File: src/rtl/vga_text_pkg.sv
// vga_text_pkg: grid geometry, character codes, control-word layout and FSM types for vga_text_writer.
package vga_text_pkg;
    localparam int COLS = 32;
    localparam int ROWS = 16;
    localparam int PAD_W = 16;
    localparam logic [7:0] CH_LF = 8'h0A;
    localparam logic [7:0] CH_CR = 8'h0D;
    localparam logic [7:0] CH_BS = 8'h08;
    localparam logic [7:0] CH_FF = 8'h0C;
    localparam logic [7:0] CH_SPACE = 8'h20;
    localparam logic [7:0] CH_PRINT_LO = 8'h20;
    localparam logic [7:0] CH_PRINT_HI = 8'h7E;
    localparam int FONT_LSB = 0;
    localparam int COLOR_LSB = 7;
    typedef enum logic [1:0] {IDLE, WRITE, CLR_ROW, CLR_SCR} vga_text_state_t;
    typedef enum logic [2:0] {OP_NONE, OP_INC, OP_NL, OP_CR, OP_BS, OP_HOME} cur_op_t;
    function automatic logic [31:0] mk_ctrl(input logic [8:0] color, input logic [6:0] font);
        return {{PAD_W{1'b0}}, 16'(color) << (COLOR_LSB - 7), 7'h0} | (32'(font) << FONT_LSB);
    endfunction
endpackage

File: src/rtl/vga_text_writer_if.sv
// vga_text_writer_if: character byte stream in, single-cycle text-buffer write port out.
interface vga_text_writer_if;
    logic        in_valid;
    logic        in_ready;
    logic [7:0]  in_data;
    logic [8:0]  in_color;
    logic [3:0]  vga_addr_v;
    logic [4:0]  vga_addr_h;
    logic [31:0] vga_ctrl;
    logic        vga_ctrl_en;
    modport slave (input in_valid, in_data, in_color, output in_ready, vga_addr_v, vga_addr_h, vga_ctrl, vga_ctrl_en);
    modport master (output in_valid, in_data, in_color, input in_ready, vga_addr_v, vga_addr_h, vga_ctrl, vga_ctrl_en);
endinterface

File: src/rtl/vga_text_cursor.sv
// vga_text_cursor: row/column cursor with increment, newline, CR, backspace and home; both counters wrap modulo width.
module vga_text_cursor
    import vga_text_pkg::*;
(
    input  logic       clk,
    input  logic       rst,
    input  cur_op_t    op,
    output logic [3:0] cur_v,
    output logic [4:0] cur_h,
    output logic       at_eol
);
    logic [3:0] v_q, v_d;
    logic [4:0] h_q, h_d;
    assign at_eol = h_q == 5'(COLS - 1);
    assign cur_v = v_q;
    assign cur_h = h_q;
    always_comb begin
        v_d = v_q;
        h_d = h_q;
        case (op)
            OP_INC: begin
                v_d = at_eol ? v_q + 4'd1 : v_q;
                h_d = h_q + 5'd1;
            end
            OP_NL: begin
                v_d = v_q + 4'd1;
                h_d = 5'd0;
            end
            OP_CR: h_d = 5'd0;
            OP_BS: h_d = h_q - 5'd1;
            OP_HOME: begin
                v_d = 4'd0;
                h_d = 5'd0;
            end
            default: ;
        endcase
    end
    always_ff @(posedge clk) begin
        if (rst) begin
            v_q <= 4'd0;
            h_q <= 5'd0;
        end else begin
            v_q <= v_d;
            h_q <= h_d;
        end
    end
endmodule

File: src/rtl/vga_text_writer.sv
// vga_text_writer: byte stream to VGA text-buffer writer with control characters, wrap and screen clear.
// Define VGA_TEXT_LINECLR_EN to blank each new row (CLR_ROW) on LF or column wrap.
module vga_text_writer
    import vga_text_pkg::*;
(
    input  logic       clk,
    input  logic       rst,
    vga_text_writer_if.slave bus,
    output logic [3:0] cur_v,
    output logic [4:0] cur_h,
    output logic       busy
);
`ifdef VGA_TEXT_LINECLR_EN
    localparam bit LINECLR = 1'b1;
`else
    localparam bit LINECLR = 1'b0;
`endif
    vga_text_state_t state_q, state_d;
    logic        en_q, en_d, rdy_q, rdy_d, busy_q, busy_d, bs_q, bs_d;
    logic [3:0]  v_q, v_d;
    logic [4:0]  h_q, h_d;
    logic [31:0] ctrl_q, ctrl_d;
    cur_op_t     op;
    logic        at_eol, acc, printable, done_scr;
    assign acc = bus.in_valid & rdy_q;
    assign printable = bus.in_data >= CH_PRINT_LO && bus.in_data <= CH_PRINT_HI;
    assign done_scr = &{v_q, h_q};
    vga_text_cursor u_cursor (.clk(clk), .rst(rst), .op(op), .cur_v(cur_v), .cur_h(cur_h), .at_eol(at_eol));
    // The address registers double as the clear-sequence counters.
    always_comb begin
        state_d = state_q;
        en_d = 1'b0;
        v_d = v_q;
        h_d = h_q;
        ctrl_d = ctrl_q;
        bs_d = bs_q;
        op = OP_NONE;
        case (state_q)
            IDLE: if (acc) begin
                if (printable) begin
                    state_d = WRITE;
                    en_d = 1'b1;
                    v_d = cur_v;
                    h_d = cur_h;
                    ctrl_d = mk_ctrl(bus.in_color, bus.in_data[6:0]);
                    bs_d = 1'b0;
                end else if (bus.in_data == CH_LF) begin
                    op = OP_NL;
                    if (LINECLR) begin
                        state_d = CLR_ROW;
                        en_d = 1'b1;
                        v_d = cur_v + 4'd1;
                        h_d = 5'd0;
                        ctrl_d = mk_ctrl(bus.in_color, CH_SPACE[6:0]);
                    end
                end else if (bus.in_data == CH_CR) begin
                    op = OP_CR;
                end else if (bus.in_data == CH_BS && cur_h != 5'd0) begin
                    state_d = WRITE;
                    en_d = 1'b1;
                    v_d = cur_v;
                    h_d = cur_h - 5'd1;
                    ctrl_d = mk_ctrl(bus.in_color, CH_SPACE[6:0]);
                    bs_d = 1'b1;
                end else if (bus.in_data == CH_FF) begin
                    state_d = CLR_SCR;
                    en_d = 1'b1;
                    v_d = 4'd0;
                    h_d = 5'd0;
                    ctrl_d = mk_ctrl(bus.in_color, CH_SPACE[6:0]);
                end
            end
            WRITE: begin
                op = bs_q ? OP_BS : OP_INC;
                state_d = IDLE;
                if (LINECLR && !bs_q && at_eol) begin
                    state_d = CLR_ROW;
                    en_d = 1'b1;
                    v_d = cur_v + 4'd1;
                    h_d = 5'd0;
                    ctrl_d = mk_ctrl(ctrl_q[COLOR_LSB +: 9], CH_SPACE[6:0]);
                end
            end
            CLR_ROW: begin
                en_d = h_q != 5'(COLS - 1);
                state_d = en_d ? CLR_ROW : IDLE;
                h_d = en_d ? h_q + 5'd1 : h_q;
            end
            CLR_SCR: begin
                en_d = !done_scr;
                state_d = done_scr ? IDLE : CLR_SCR;
                {v_d, h_d} = done_scr ? {v_q, h_q} : {v_q, h_q} + 9'd1;
                op = done_scr ? OP_HOME : OP_NONE;
            end
            default: state_d = IDLE;
        endcase
        rdy_d = state_d == IDLE;
        busy_d = state_d != IDLE;
    end
    always_ff @(posedge clk) begin
        if (rst) begin
            state_q <= IDLE;
            en_q <= 1'b0;
            rdy_q <= 1'b0;
            busy_q <= 1'b0;
            bs_q <= 1'b0;
            v_q <= 4'd0;
            h_q <= 5'd0;
            ctrl_q <= 32'd0;
        end else begin
            state_q <= state_d;
            en_q <= en_d;
            rdy_q <= rdy_d;
            busy_q <= busy_d;
            bs_q <= bs_d;
            v_q <= v_d;
            h_q <= h_d;
            ctrl_q <= ctrl_d;
        end
    end
    assign bus.in_ready = rdy_q;
    assign bus.vga_ctrl_en = en_q;
    assign bus.vga_addr_v = v_q;
    assign bus.vga_addr_h = h_q;
    assign bus.vga_ctrl = ctrl_q;
    assign busy = busy_q;
endmodule

File: src/flat_wrapper.sv
// flat-port wrapper written by rule: the top's interface ports become plain ports
module vga_text_writer_flat import vga_text_pkg::*;
  (clk, rst, cur_v, cur_h, busy, bus_in_valid, bus_in_data, bus_in_color, bus_in_ready, bus_vga_addr_v, bus_vga_addr_h, bus_vga_ctrl, bus_vga_ctrl_en);
  vga_text_writer_if bus_i ();
  input  logic clk;
  input  logic rst;
  output logic [3:0] cur_v;
  output logic [4:0] cur_h;
  output logic busy;
  input wire logic [$bits(bus_i.in_valid)-1:0] bus_in_valid;
  input wire logic [$bits(bus_i.in_data)-1:0] bus_in_data;
  input wire logic [$bits(bus_i.in_color)-1:0] bus_in_color;
  output wire logic [$bits(bus_i.in_ready)-1:0] bus_in_ready;
  output wire logic [$bits(bus_i.vga_addr_v)-1:0] bus_vga_addr_v;
  output wire logic [$bits(bus_i.vga_addr_h)-1:0] bus_vga_addr_h;
  output wire logic [$bits(bus_i.vga_ctrl)-1:0] bus_vga_ctrl;
  output wire logic [$bits(bus_i.vga_ctrl_en)-1:0] bus_vga_ctrl_en;
  assign bus_i.in_valid = bus_in_valid;
  assign bus_i.in_data = bus_in_data;
  assign bus_i.in_color = bus_in_color;
  assign bus_in_ready = bus_i.in_ready;
  assign bus_vga_addr_v = bus_i.vga_addr_v;
  assign bus_vga_addr_h = bus_i.vga_addr_h;
  assign bus_vga_ctrl = bus_i.vga_ctrl;
  assign bus_vga_ctrl_en = bus_i.vga_ctrl_en;
  vga_text_writer u_core (.clk(clk), .rst(rst), .bus(bus_i), .cur_v(cur_v), .cur_h(cur_h), .busy(busy));
endmodule
File: config.mk
export PLATFORM = sky130hd
export DESIGN_NAME = vga_text_writer_flat
export DESIGN_NICKNAME = d
export VERILOG_FILES = /design/src/rtl/vga_text_pkg.sv /design/src/rtl/vga_text_writer_if.sv /design/src/rtl/vga_text_cursor.sv /design/src/rtl/vga_text_writer.sv /design/src/flat_wrapper.sv
export SDC_FILE = /design/constraint.sdc
export NUM_CORES = 1
export LEC_CHECK = 0
export CAP_MARGIN = 0
export CORE_ASPECT_RATIO = 1.4
export CORE_MARGIN = 2
export CORE_UTILIZATION = 40
export DETAILED_ROUTE_END_ITERATION = 16
export DONT_BUFFER_PORTS = 1
export GPL_ROUTABILITY_DRIVEN = 0
export GPL_TIMING_DRIVEN = 0
export SLEW_MARGIN = 20
export SYNTH_ARGS = -nofsm -noshare
export SYNTH_HDL_FRONTEND = slang
export SYNTH_SLANG_ARGS = --single-unit
File: constraint.sdc
create_clock -name clk -period 4.9 [get_ports clk]
set_input_delay 0.98 -clock clk [delete_from_list [all_inputs] [get_ports clk]]
set_output_delay 0.98 -clock clk [all_outputs]
set_load 0.02 [all_outputs]
# Word level (Yosys, flattened, before mapping)
# Cells that the tools add are included.
# totals
ff_bits	56
elab_cells	113
# op_classes
n_bitwise	2
n_mux	51
reduce_logical	20
magnitude_cmp	2
n_eq_ne	23
n_addsub	5
# op_table
cell	count
$mux W32	5
$mux W5	7
$eq A8 B4 Y1 const B	4
$pmux W5 S3	2
$mux W4	7
$mux W2	9
$or A16 B7 Y16	1
$mux W3	5
$pmux W4 S3	1
$reduce_bool A3 Y1	4
$add A5 B1 Y5 const B	2
$mux W1	10
$reduce_and A5 Y1	2
$add A9 B1 Y9 const B	1
$mux W9	1
$pmux W3 S3	1
$reduce_and A9 Y1	1
$ge A8 B6 Y1 const B	1
$le A8 B7 Y1 const B	1
$ne A2 B1 Y1 const B	4
$pmux W2 S4	1
$pmux W4 S2	1
$reduce_and A7 Y1	1
$eq A3 B2 Y1 const B	2
21 further kinds	29

# Depth between registers and ports, before layout
# Gate-level depths: netlist of run 1.
# depth
depth_word	9
ltp_mapped	9
ltp_nobuf	9

# Cells and area by module
# Synthesis of run 1 repeated with hierarchy kept, for this count alone.
# unflattened
hier_cells	301
area_unflattened_um2	2437.3
# by_module_without_submodules
module	seq_area_each_um2	instances	area_each_um2	cells_each
vga_text_writer	620.6	1	1820.5	228
vga_text_cursor	180.2	1	616.8	73

# Least setup slack after synthesis of run 1
# OpenSTA, ideal clock, no wires.
# synth_path
kind	input to register
start	input bus_in_data[3]
end	register u_core.ctrl_q[14] (netlist: u_core.bus.vga_ctrl[14])
n_path_buf	2
cell_stages	7
arrival_ns	2.312
setup_slack_ns	2.460
setup_ns	0.128
path_cell_list	buf_2 nor4b_2 nand3_4 a31oi_4 buf_6 mux2i_1 nor2_1
# synth_via
elab_chain_cells	6
# synth_lines
element	line	rtl
start: declaration	flat_wrapper.sv:11	input wire logic [$bits(bus_i.in_data)-1:0] bus_in_data;
parallel branches: the longest is 6 deep, another holds $ge A8 B6 Y1	--	
end signal: assignment	vga_text_writer.sv:118	ctrl_q <= ctrl_d;
end: declaration	vga_text_writer.sv:22	logic [31:0] ctrl_q, ctrl_d;
# Parallel ways; which one is timed is not known. The select of a mux whose other input is x is not followed.
# A chain may end at the register's enable or synchronous reset.

# Final worst setup path of run 1
# layout_path
start	register u_core.h_q[0] (netlist: u_core.bus.vga_addr_h[0])
end	register u_core.h_q[0] (netlist: u_core.bus.vga_addr_h[0])
# layout_via
elab_chain_cells	3
# layout_lines
element	line	rtl
start: declaration	vga_text_writer.sv:21	logic [4:0] h_q, h_d;
start signal: assignment	vga_text_writer.sv:108	h_q <= 5'd0;
start signal: assignment	vga_text_writer.sv:117	h_q <= h_d;
$add A9 B1 Y9 (tied with other cells)	vga_text_writer.sv:92	{v_d, h_d} = done_scr ? {v_q, h_q} : {v_q, h_q} + 9'd1;
$mux W9 (tied with other cells)	vga_text_writer.sv:92	
$pmux W5 S3 or $reduce_and A7 Y1 (tied branches)	--	
# Several ways; a longest one is shown, not always the timed one. The select of a mux whose other input is x is not followed.

==> impl_results.rst, run 1 <==
.. list-table::
   :header-rows: 1

   * - Metric
     - Value
   * - Post-DRT Antenna Nets
     - 0
   * - Core region area
     - 5530 µm²
   * - Largest net degree at the start of global routing
     - 14
   * - Number of distinct standard cells referenced by the synthesized netlist
     - 56
   * - Final Hold Fails
     - 0
   * - Top cell types by occurrence after synthesis
     - sky130_fd_sc_hd__dfxtp_1, sky130_fd_sc_hd__nor2_1, sky130_fd_sc_hd__a21oi_1
   * - Final-layout worst hold slack
     - 0.585 ns
   * - Wirelength per Cell
     - 15.8 µm
   * - Min cycle time layout
     - 2.82 ns
   * - Lkg Pwr
     - 0.00102 µW
   * - Aggregate routed wire length
     - 5630 µm
   * - Biggest area contributors in the synthesized netlist
     - sky130_fd_sc_hd__dfxtp_1, sky130_fd_sc_hd__buf_4, sky130_fd_sc_hd__mux2i_1
   * - End point of the critical path
     - u_core.bus.vga_addr_h[0]
   * - Dominant combinational cell family by area after synthesis
     - simple AND/OR/NAND/NOR gates
   * - Fin. max-slew vios
     - 0
   * - Unrepaired setup endpoints after global routing
     - false
   * - Die span in x
     - 68.2 µm
   * - Net total in the final layout
     - 315
   * - Area share of the largest cell type after synthesis
     - 0.347
   * - Height of the die
     - 93.9 µm
   * - Max Fanout on Critical Path
     - 6
   * - Adder and majority gate portion of the synthesized area
     - 0.0380
   * - Power density over the cells
     - around 270 nW/µm²
   * - Tcrit/Tclk final
     - 0.575
   * - Ports
     - 73
   * - Most used flip-flop cell after synthesis
     - sky130_fd_sc_hd__dfxtp_1
   * - Endpoints failing setup
     - 0
   * - Cell accounting for the most synthesized area
     - sky130_fd_sc_hd__dfxtp_1
   * - Post-CTS repair timing setup buffer count
     - 0
   * - Detailed-routing iteration count for the pre-antenna-repair pass
     - 4
   * - Max-cap violations
     - 0
   * - Status
     - finished clean
   * - Vias per cell
     - about 5.6
   * - Required @ worst endpoint
     - about 5.1 ns
   * - Post-synthesis simple-gate area fraction
     - 0.243
   * - Effective utilization at floorplan
     - 0.418
   * - Setup Total Neg Slack
     - 0 ns
   * - Clock tree root buffer cell
     - sky130_fd_sc_hd__clkbuf_8
   * - Worst skew pair latency
     - 0.30 ns
   * - #FFs+latches synth
     - 40
   * - Mean instance size in the synthesized netlist
     - 8.67 µm²
   * - Sink count of the clock tree
     - 40
   * - Terminus of the critical flop-to-flop path
     - u_core.bus.vga_addr_h[0]
   * - Post-synth EDFFs
     - 0
   * - Fmax
     - approximately 360 MHz
   * - Synthesized-area fraction occupied by ao, oa, aoi and oai cells
     - 0.209
   * - # DRC
     - 0
   * - Normalized max-slew margin
     - 0.545
   * - Die area
     - 6400 µm²
   * - Number of rows created at floorplan
     - 32
   * - Count of input and output buffers
     - 0
   * - Total global routing track utilization
     - 0.189
   * - Wire length of the first global-routing pass
     - 9370 µm
   * - Gate count of the mapped netlist
     - about 270
   * - Number of levels the H-tree was split into
     - 2
   * - Maximum clock insertion buffer count
     - 2
   * - Maximum resistive drop on vdd
     - 0.000146 V
   * - Beginning of the worst register-to-register path
     - u_core.bus.vga_addr_h[0]
   * - Vias in the first global route
     - roughly 1900
   * - Number of antenna violations at the first check in global routing
     - 0
   * - Sum of net half-perimeters after detailed placement
     - 4230 µm
   * - Reg2Reg Depth
     - 8
   * - CTS tree
     - done
   * - Filler instances
     - 550
   * - Crit Path Category
     - register to register
   * - Register-to-Register Setup Slack
     - 2.08 ns
   * - XOR/XNOR share of the synthesized area
     - 0.0266
   * - Count of synthesis-stage warnings from yosys
     - 0
   * - DRC marker count from the first detailed-route iteration
     - 70
   * - CP Capture Type
     - register
   * - Fraction of final layout cells with drive strength greater than 1
     - 0.149
   * - Share of the yosys chip area belonging to registers
     - 0.347
   * - Residual overflow from global routing
     - 0
   * - Worst hold-check path type
     - register to register
   * - Most common cell in the synthesized netlist
     - sky130_fd_sc_hd__dfxtp_1
   * - Netlist area before placement
     - 2310 µm²
   * - Clock skew after layout
     - 0.00648 ns
   * - Register clock-pin slew on the reported worst setup and hold paths
     - 0.08 ns
   * - Total number of vias
     - 2001
   * - FFs w/ async S/R, synth
     - 0
   * - Slew at the pin closest to its max-slew limit
     - 0.678 ns
   * - First element of the critical path
     - u_core.bus.vga_addr_h[0]
   * - TritonCTS buffer count
     - 5
   * - CP Data Arrival Time
     - slightly below 3 ns
   * - Share of synthesized area spent on multiplexers
     - 0.0434
   * - Layout area overhead
     - 11.0%
   * - Quantity of gates resized following cts
     - 0
   * - Antenna Cells
     - 0
   * - Worst setup SP type
     - register
   * - Cts-stage hold buffer count
     - 0
[placed cells by master (no fill, tap or decap), types with 2 or more instances in the layout]
| cell | instances |
|---|---|
| sky130_fd_sc_hd__a211oi_1 | 4 |
| sky130_fd_sc_hd__a21oi_1 | 17 |
| sky130_fd_sc_hd__a22o_1 | 6 |
| sky130_fd_sc_hd__a22oi_1 | 5 |
| sky130_fd_sc_hd__a31oi_1 | 2 |
| sky130_fd_sc_hd__and2_0 | 2 |
| sky130_fd_sc_hd__and2_1 | 3 |
| sky130_fd_sc_hd__and3_1 | 6 |
| sky130_fd_sc_hd__buf_2 | 3 |
| sky130_fd_sc_hd__buf_4 | 16 |
| sky130_fd_sc_hd__buf_6 | 2 |
| sky130_fd_sc_hd__clkbuf_1 | 7 |
| sky130_fd_sc_hd__clkbuf_8 | 5 |
| sky130_fd_sc_hd__conb_1 | 16 |
| sky130_fd_sc_hd__dfxtp_1 | 40 |
| sky130_fd_sc_hd__ha_1 | 7 |
| sky130_fd_sc_hd__inv_1 | 6 |
| sky130_fd_sc_hd__mux2i_1 | 10 |
| sky130_fd_sc_hd__nand2_1 | 14 |
| sky130_fd_sc_hd__nand3_1 | 13 |
| sky130_fd_sc_hd__nand3b_1 | 2 |
| sky130_fd_sc_hd__nand4_1 | 6 |
| sky130_fd_sc_hd__nor2_1 | 23 |
| sky130_fd_sc_hd__nor2b_1 | 2 |
| sky130_fd_sc_hd__nor3_1 | 7 |
| sky130_fd_sc_hd__nor3b_1 | 4 |
| sky130_fd_sc_hd__nor4_1 | 2 |
| sky130_fd_sc_hd__o211ai_1 | 3 |
| sky130_fd_sc_hd__o21a_1 | 2 |
| sky130_fd_sc_hd__o21ai_0 | 11 |
| sky130_fd_sc_hd__o21ai_1 | 4 |
| sky130_fd_sc_hd__o311ai_1 | 2 |
| sky130_fd_sc_hd__o31ai_1 | 5 |
| sky130_fd_sc_hd__xnor2_1 | 5 |
| sky130_fd_sc_hd__xor2_1 | 2 |
[metrics by stage]
stage | utilization | cells | power (µW) | setup WS, ns | area, µm²
after detailed placement | 0.443 | 349 | 428 | 2.09 | 2450
after global placement | 0.443 | 349 | 427 | 2.09 | 2450
after floorplan | - | 281 | 415 | 2.46 | 2360
after CTS | 0.463 | 357 | 698 | 2.09 | 2560
final | 0.463 | 357 | 692 | 2.08 | 2560
after global routing | 0.463 | 357 | 720 | 1.91 | 2560
[critical path, stage by stage, from the launching register on]
cell	delay, ns
sky130_fd_sc_hd__dfxtp_1	0.42
sky130_fd_sc_hd__ha_1	0.28
sky130_fd_sc_hd__and3_1	0.23
sky130_fd_sc_hd__and3_1	0.18
sky130_fd_sc_hd__ha_1	0.24
sky130_fd_sc_hd__o21ai_0	0.52
sky130_fd_sc_hd__o21ai_0	0.30
sky130_fd_sc_hd__nor2_1	0.38
sky130_fd_sc_hd__a311oi_2	0.15
[registers in the layout (all words and copies together) (netlist names)]
signal                  cells
u_core.bus.vga_ctrl_en      1
u_core.bus.vga_addr_v       4
u_core.bus.vga_addr_h       5
u_core.state_q              2
u_core.u_cursor.cur_v       4
u_core.bs_q                 1
u_core.busy                 1
u_core.bus.in_ready         1
u_core.u_cursor.cur_h       5
u_core.bus.vga_ctrl        16
[per-layer routing]
| metal | wire [µm] | track usage | vias to the layer above |
|---|---|---|---|
| met1 | 2290 | 0.229 | 914 |
| met5 | 0 | 0 | - |
| li1 | - | - | 997 |
| met3 | 458 | 0.0588 | 6 |
| met4 | 73 | 0.0500 | 0 |
| met2 | 2810 | 0.317 | 84 |
[logic make-up after synthesis]
family | after synthesis
and+or+nand+nor | 96
AOI/OAI and AO/OA | 70
DFF | 40
buffers and inverters | 35
muxes | 10
adders and majority gates | 7
xor gates and xnor gates | 7
other | 1
[power breakdown]
group          internal, µW  switching [µW]  total (µW)
registers               333            17.1         350
logic                  27.9            42.4        70.4
clock network           151             121         271
[worst min path at each step]
stage / startpoint / cells after the start / to
floorplan: u_core.bus.vga_addr_h[1] / 2 / u_core.bus.vga_addr_h[1]
global placement: u_core.bus.vga_addr_h[1] / 2 / u_core.bus.vga_addr_h[1]
detailed placement: u_core.bus.vga_addr_h[1] / 2 / u_core.bus.vga_addr_h[1]
CTS: u_core.bus.vga_addr_h[1] / 2 / u_core.bus.vga_addr_h[1]
global route: u_core.bus.vga_addr_h[1] / 2 / u_core.bus.vga_addr_h[1]
finish: u_core.bus.vga_addr_h[1] / 2 / u_core.bus.vga_addr_h[1]
[final cells by class]
class | count | area (µm²) | area share
Multi-Input combinational cell | 206 | 1350 | 0.528
Sequential cell | 40 | 801 | 0.313
Clock inverter | 3 | 42.5 | 0.0166
Inverter | 7 | 26.3 | 0.0103
Tap cell | 68 | 85.1 | 0.0332
Buffer | 28 | 184 | 0.0718
Clock buffer | 5 | 68.8 | 0.0269
No activity file was read; power rests on OpenSTA's default activity.
==> run 2, diff against run 1 <==
==> constraint.sdc (replaced) <==
create_clock -name clk -period 2.6 [get_ports clk]
set_input_delay 0.52 -clock clk [delete_from_list [all_inputs] [get_ports clk]]
set_output_delay 0.52 -clock clk [all_outputs]
set_load 0.02 [all_outputs]
==> run 2 against run 1 <==
Worst hold slack got worse by 0.24 ns. Non-clock buffer count did not move. First-iteration DRC count rose by 5.7%. Critical path type unchanged.
==> impl_results.rst, run 2 (same netlist as run 1, synthesis figures left out) <==
.. list-table::
   :header-rows: 1

   * - Metric
     - Value
   * - Status
     - finished clean
   * - Normalized max-slew margin
     - 0.548 (+0.00322)
   * - Post-Layout Inst Area
     - 2570 µm² (+0.24%)
   * - Fin. max-slew vios
     - 0 (unchanged)
   * - Count of non-filler cells in the finished layout
     - 357 (unchanged)
   * - Filler instances
     - 547 (-0.55%)
   * - Maximum clock insertion buffer count
     - 2 (unchanged)
   * - Clock tree root buffer cell
     - sky130_fd_sc_hd__clkbuf_8
   * - Endpoints failing setup
     - 0 (unchanged)
   * - Placed Instances
     - 349 (unchanged)
   * - Fraction of final layout cells with drive strength greater than 1
     - 0.156 (+0.00692)
   * - Portion of total power attributed to combinational logic
     - 0.102 (about the same)
   * - Die area
     - 6400 µm² (unchanged)
   * - Power spent charging and discharging nets
     - 341 µW (+89%)
   * - TritonCTS buffer count
     - 5 (unchanged)
   * - CTS tree
     - done
   * - Fmax
     - 416 MHz (+17%)
   * - Setup ws final
     - 0.199 ns (-1.89 ns)
   * - Sum of net half-perimeters after detailed placement
     - 4230 µm (unchanged)
   * - Worst setup timing slack at the placement stage
     - -0.205 ns (-2.30 ns)
   * - Register clock-pin slew on the reported worst setup and hold paths
     - 0.08 ns (about the same)
   * - Vias per cell
     - 5.57 (-0.70%)
   * - Worst setup SP type
     - register
   * - Final Hold Fails
     - 0 (unchanged)
   * - Internal portion of total power
     - 964 µW (+89%)
   * - Cts-stage hold buffer count
     - 0 (unchanged)
   * - Aggregate routed wire length
     - 5610 µm (-0.41%)
   * - Switching fraction of total power
     - 0.261 (+0.000646)
   * - Standard cell area after detailed placement
     - 2450 µm² (unchanged)
   * - Commonest non-fill, non-tap cell in the layout
     - sky130_fd_sc_hd__dfxtp_1
   * - Maximum resistive drop on vdd
     - 0.000276 V (+89%)
   * - Total global routing track utilization
     - 0.189 (unchanged)
   * - Largest register FFs
     - 16 (unchanged)
   * - Largest net degree at the start of global routing
     - 14 (unchanged)
   * - End point of the critical path
     - u_core.bus.vga_ctrl[14]
   * - Sequential power share
     - 0.505 (about the same)
   * - First element of the critical path
     - u_core.u_cursor.cur_h[0]
   * - Ports
     - 73 (unchanged)
   * - Height of the die
     - 93.9 µm (unchanged)
   * - Effective utilization at floorplan
     - 0.418 (unchanged)
   * - Lkg Pwr
     - 0.00102 µW (about the same)
   * - Relative contribution of the clock network to total power
     - 0.393 (about the same)
   * - Wire length of the first global-routing pass
     - 9370 µm (unchanged)
   * - Top library cells by usage in the layout, fill and taps aside
     - sky130_fd_sc_hd__dfxtp_1, sky130_fd_sc_hd__nor2_1, sky130_fd_sc_hd__a21oi_1
   * - Net total in the final layout
     - 315 (unchanged)
   * - Post-DRT Antenna Nets
     - 0 (unchanged)
   * - CP Capture Type
     - register
   * - Vias in the first global route
     - 1940 (unchanged)
   * - # DRC
     - 0 (unchanged)
   * - Register-to-Register Setup Slack
     - 0.20 ns (-1.89 ns)
   * - Required @ worst endpoint
     - 2.77 ns (-2.29 ns)
   * - Beginning of the worst register-to-register path
     - u_core.u_cursor.cur_h[0]
   * - Peak per-stage delay on the critical path
     - 0.57 ns (+0.05 ns)
   * - Number of antenna violations at the first check in global routing
     - 0 (unchanged)
   * - WHS Path Cells
     - 1 (-1)
   * - Sink count of the clock tree
     - 40 (unchanged)
   * - Worst hold-check path type
     - input pin to register
   * - Terminus of the critical flop-to-flop path
     - u_core.bus.vga_ctrl[14]
   * - Min cycle time layout
     - 2.40 ns (-0.414 ns)
   * - Crit-path cells
     - inv_1 -> ha_1 -> or4b_4 -> nand3_4 -> a31oi_4 -> buf_6 -> mux2i_1 -> nor2_1
   * - Tcrit/Tclk final
     - 0.924 (+0.349)
   * - Post-CTS repair timing setup buffer count
     - 0 (unchanged)
   * - Max Fanout on Critical Path
     - 10 (+4)
   * - Die span in x
     - 68.2 µm (unchanged)
   * - Slowest CP cell
     - sky130_fd_sc_hd__dfxtp_1
   * - Power density over the cells
     - 508 nW/µm² (+88%)
   * - Core region area
     - 5530 µm² (unchanged)
   * - Unrepaired setup endpoints after global routing
     - false
   * - Slew at the pin closest to its max-slew limit
     - 0.673 ns (-0.00479 ns)
   * - Antenna Cells
     - 0 (unchanged)
   * - Clock skew after layout
     - 0.00635 ns (-0.000131 ns)
   * - Crit Path Category
     - register to register
   * - Count of input and output buffers
     - 0 (unchanged)
   * - Detailed-routing iteration count for the pre-antenna-repair pass
     - 4 (unchanged)
   * - Number of levels the H-tree was split into
     - 2 (unchanged)
   * - Max-cap violations
     - 0 (unchanged)
   * - Wirelength per Cell
     - 15.7 µm (-0.41%)
   * - Number of rows created at floorplan
     - 32 (unchanged)
   * - Total number of vias
     - 1987 (-0.70%)
   * - Layout area overhead
     - 11.2%
   * - Worst skew pair latency
     - 0.30 ns (about the same)
   * - CP Data Arrival Time
     - 2.58 ns (-0.40 ns)
   * - Residual overflow from global routing
     - 0 (unchanged)
   * - Utilization of the core after routing
     - 0.464 (+0.00113)
   * - DRC marker count from the first detailed-route iteration
     - 74 (+5.7%)
   * - Reg2Reg Depth
     - 8 (unchanged)
## run 2: cell counts in the layout (fill, tap and decap cells not counted)
Identical to the previous run, type by type.
## run 2: metrics by stage
step / setup TNS (ns) / hold slack (ns) / power (µW)
2_1_floorplan: 0 / 0.550 / 782
3_3_place_gp: -0.841 / 0.588 / 805
3_5_place_dp: -0.838 / 0.586 / 806
4_1_cts: 0 / 0.339 / 1320
5_1_grt: 0 / 0.330 / 1360
6_report: 0 / 0.348 / 1300
## run 2: final cells by class
type                            instances  area, µm²  share of cell area
Buffer                                 28        184              0.0717
Clock buffer                            5       68.8              0.0268
Sequential cell                        40        801               0.312
Multi-Input combinational cell        206       1360               0.529
Inverter                                7       26.3              0.0102
Clock inverter                          3       42.5              0.0166
Tap cell                               68       85.1              0.0332
## run 2: worst min path at each step
stage	start	slack, ns	to
after floorplan	u_core.bus.vga_addr_h[1]	0.55	u_core.bus.vga_addr_h[1]
after global placement	u_core.bus.vga_addr_h[1]	0.59	u_core.bus.vga_addr_h[1]
after detailed placement	u_core.bus.vga_addr_h[1]	0.59	u_core.bus.vga_addr_h[1]
after CTS	bus_in_data[6]	0.34	u_core.bus.vga_ctrl[6]
after global routing	bus_in_data[2]	0.33	u_core.bus.vga_ctrl[2]
final	bus_in_data[4]	0.35	u_core.bus.vga_ctrl[4]
## run 2: what timing repair did
item / in CTS / in global routing
resized for setup: 1 / 3
endpoints found under the setup margin: 6 / 8
endpoints found under the hold margin: 0 / 0
pin swaps: 0 / 0
## run 2: worst max-delay path, delay by kind of cell (launching register included)
| kind | cells | cell delay, ns |
|---|---|---|
| mux | 1 | 0.20 |
| compound gates | 1 | 0.36 |
| flops | 1 | 0.57 |
| simple gates | 3 | 0.42 |
| buf+inv | 2 | 0.42 |
| fa+ha+maj | 1 | 0.30 |
## run 2: metal layers
layer	share of wire	track usage
met5	0	0
met1	0.40	0.229
met4	0.017	0.0500
met3	0.081	0.0588
met2	0.50	0.317
## run 2: power groups by stage
stage	Clock (µW)	Combinational [µW]	Sequential, µW
floorplan	0	113	669
global placement	0	131	673
finish	512	133	659
CTS	524	132	659
global route	549	148	662
detailed placement	0	132	673
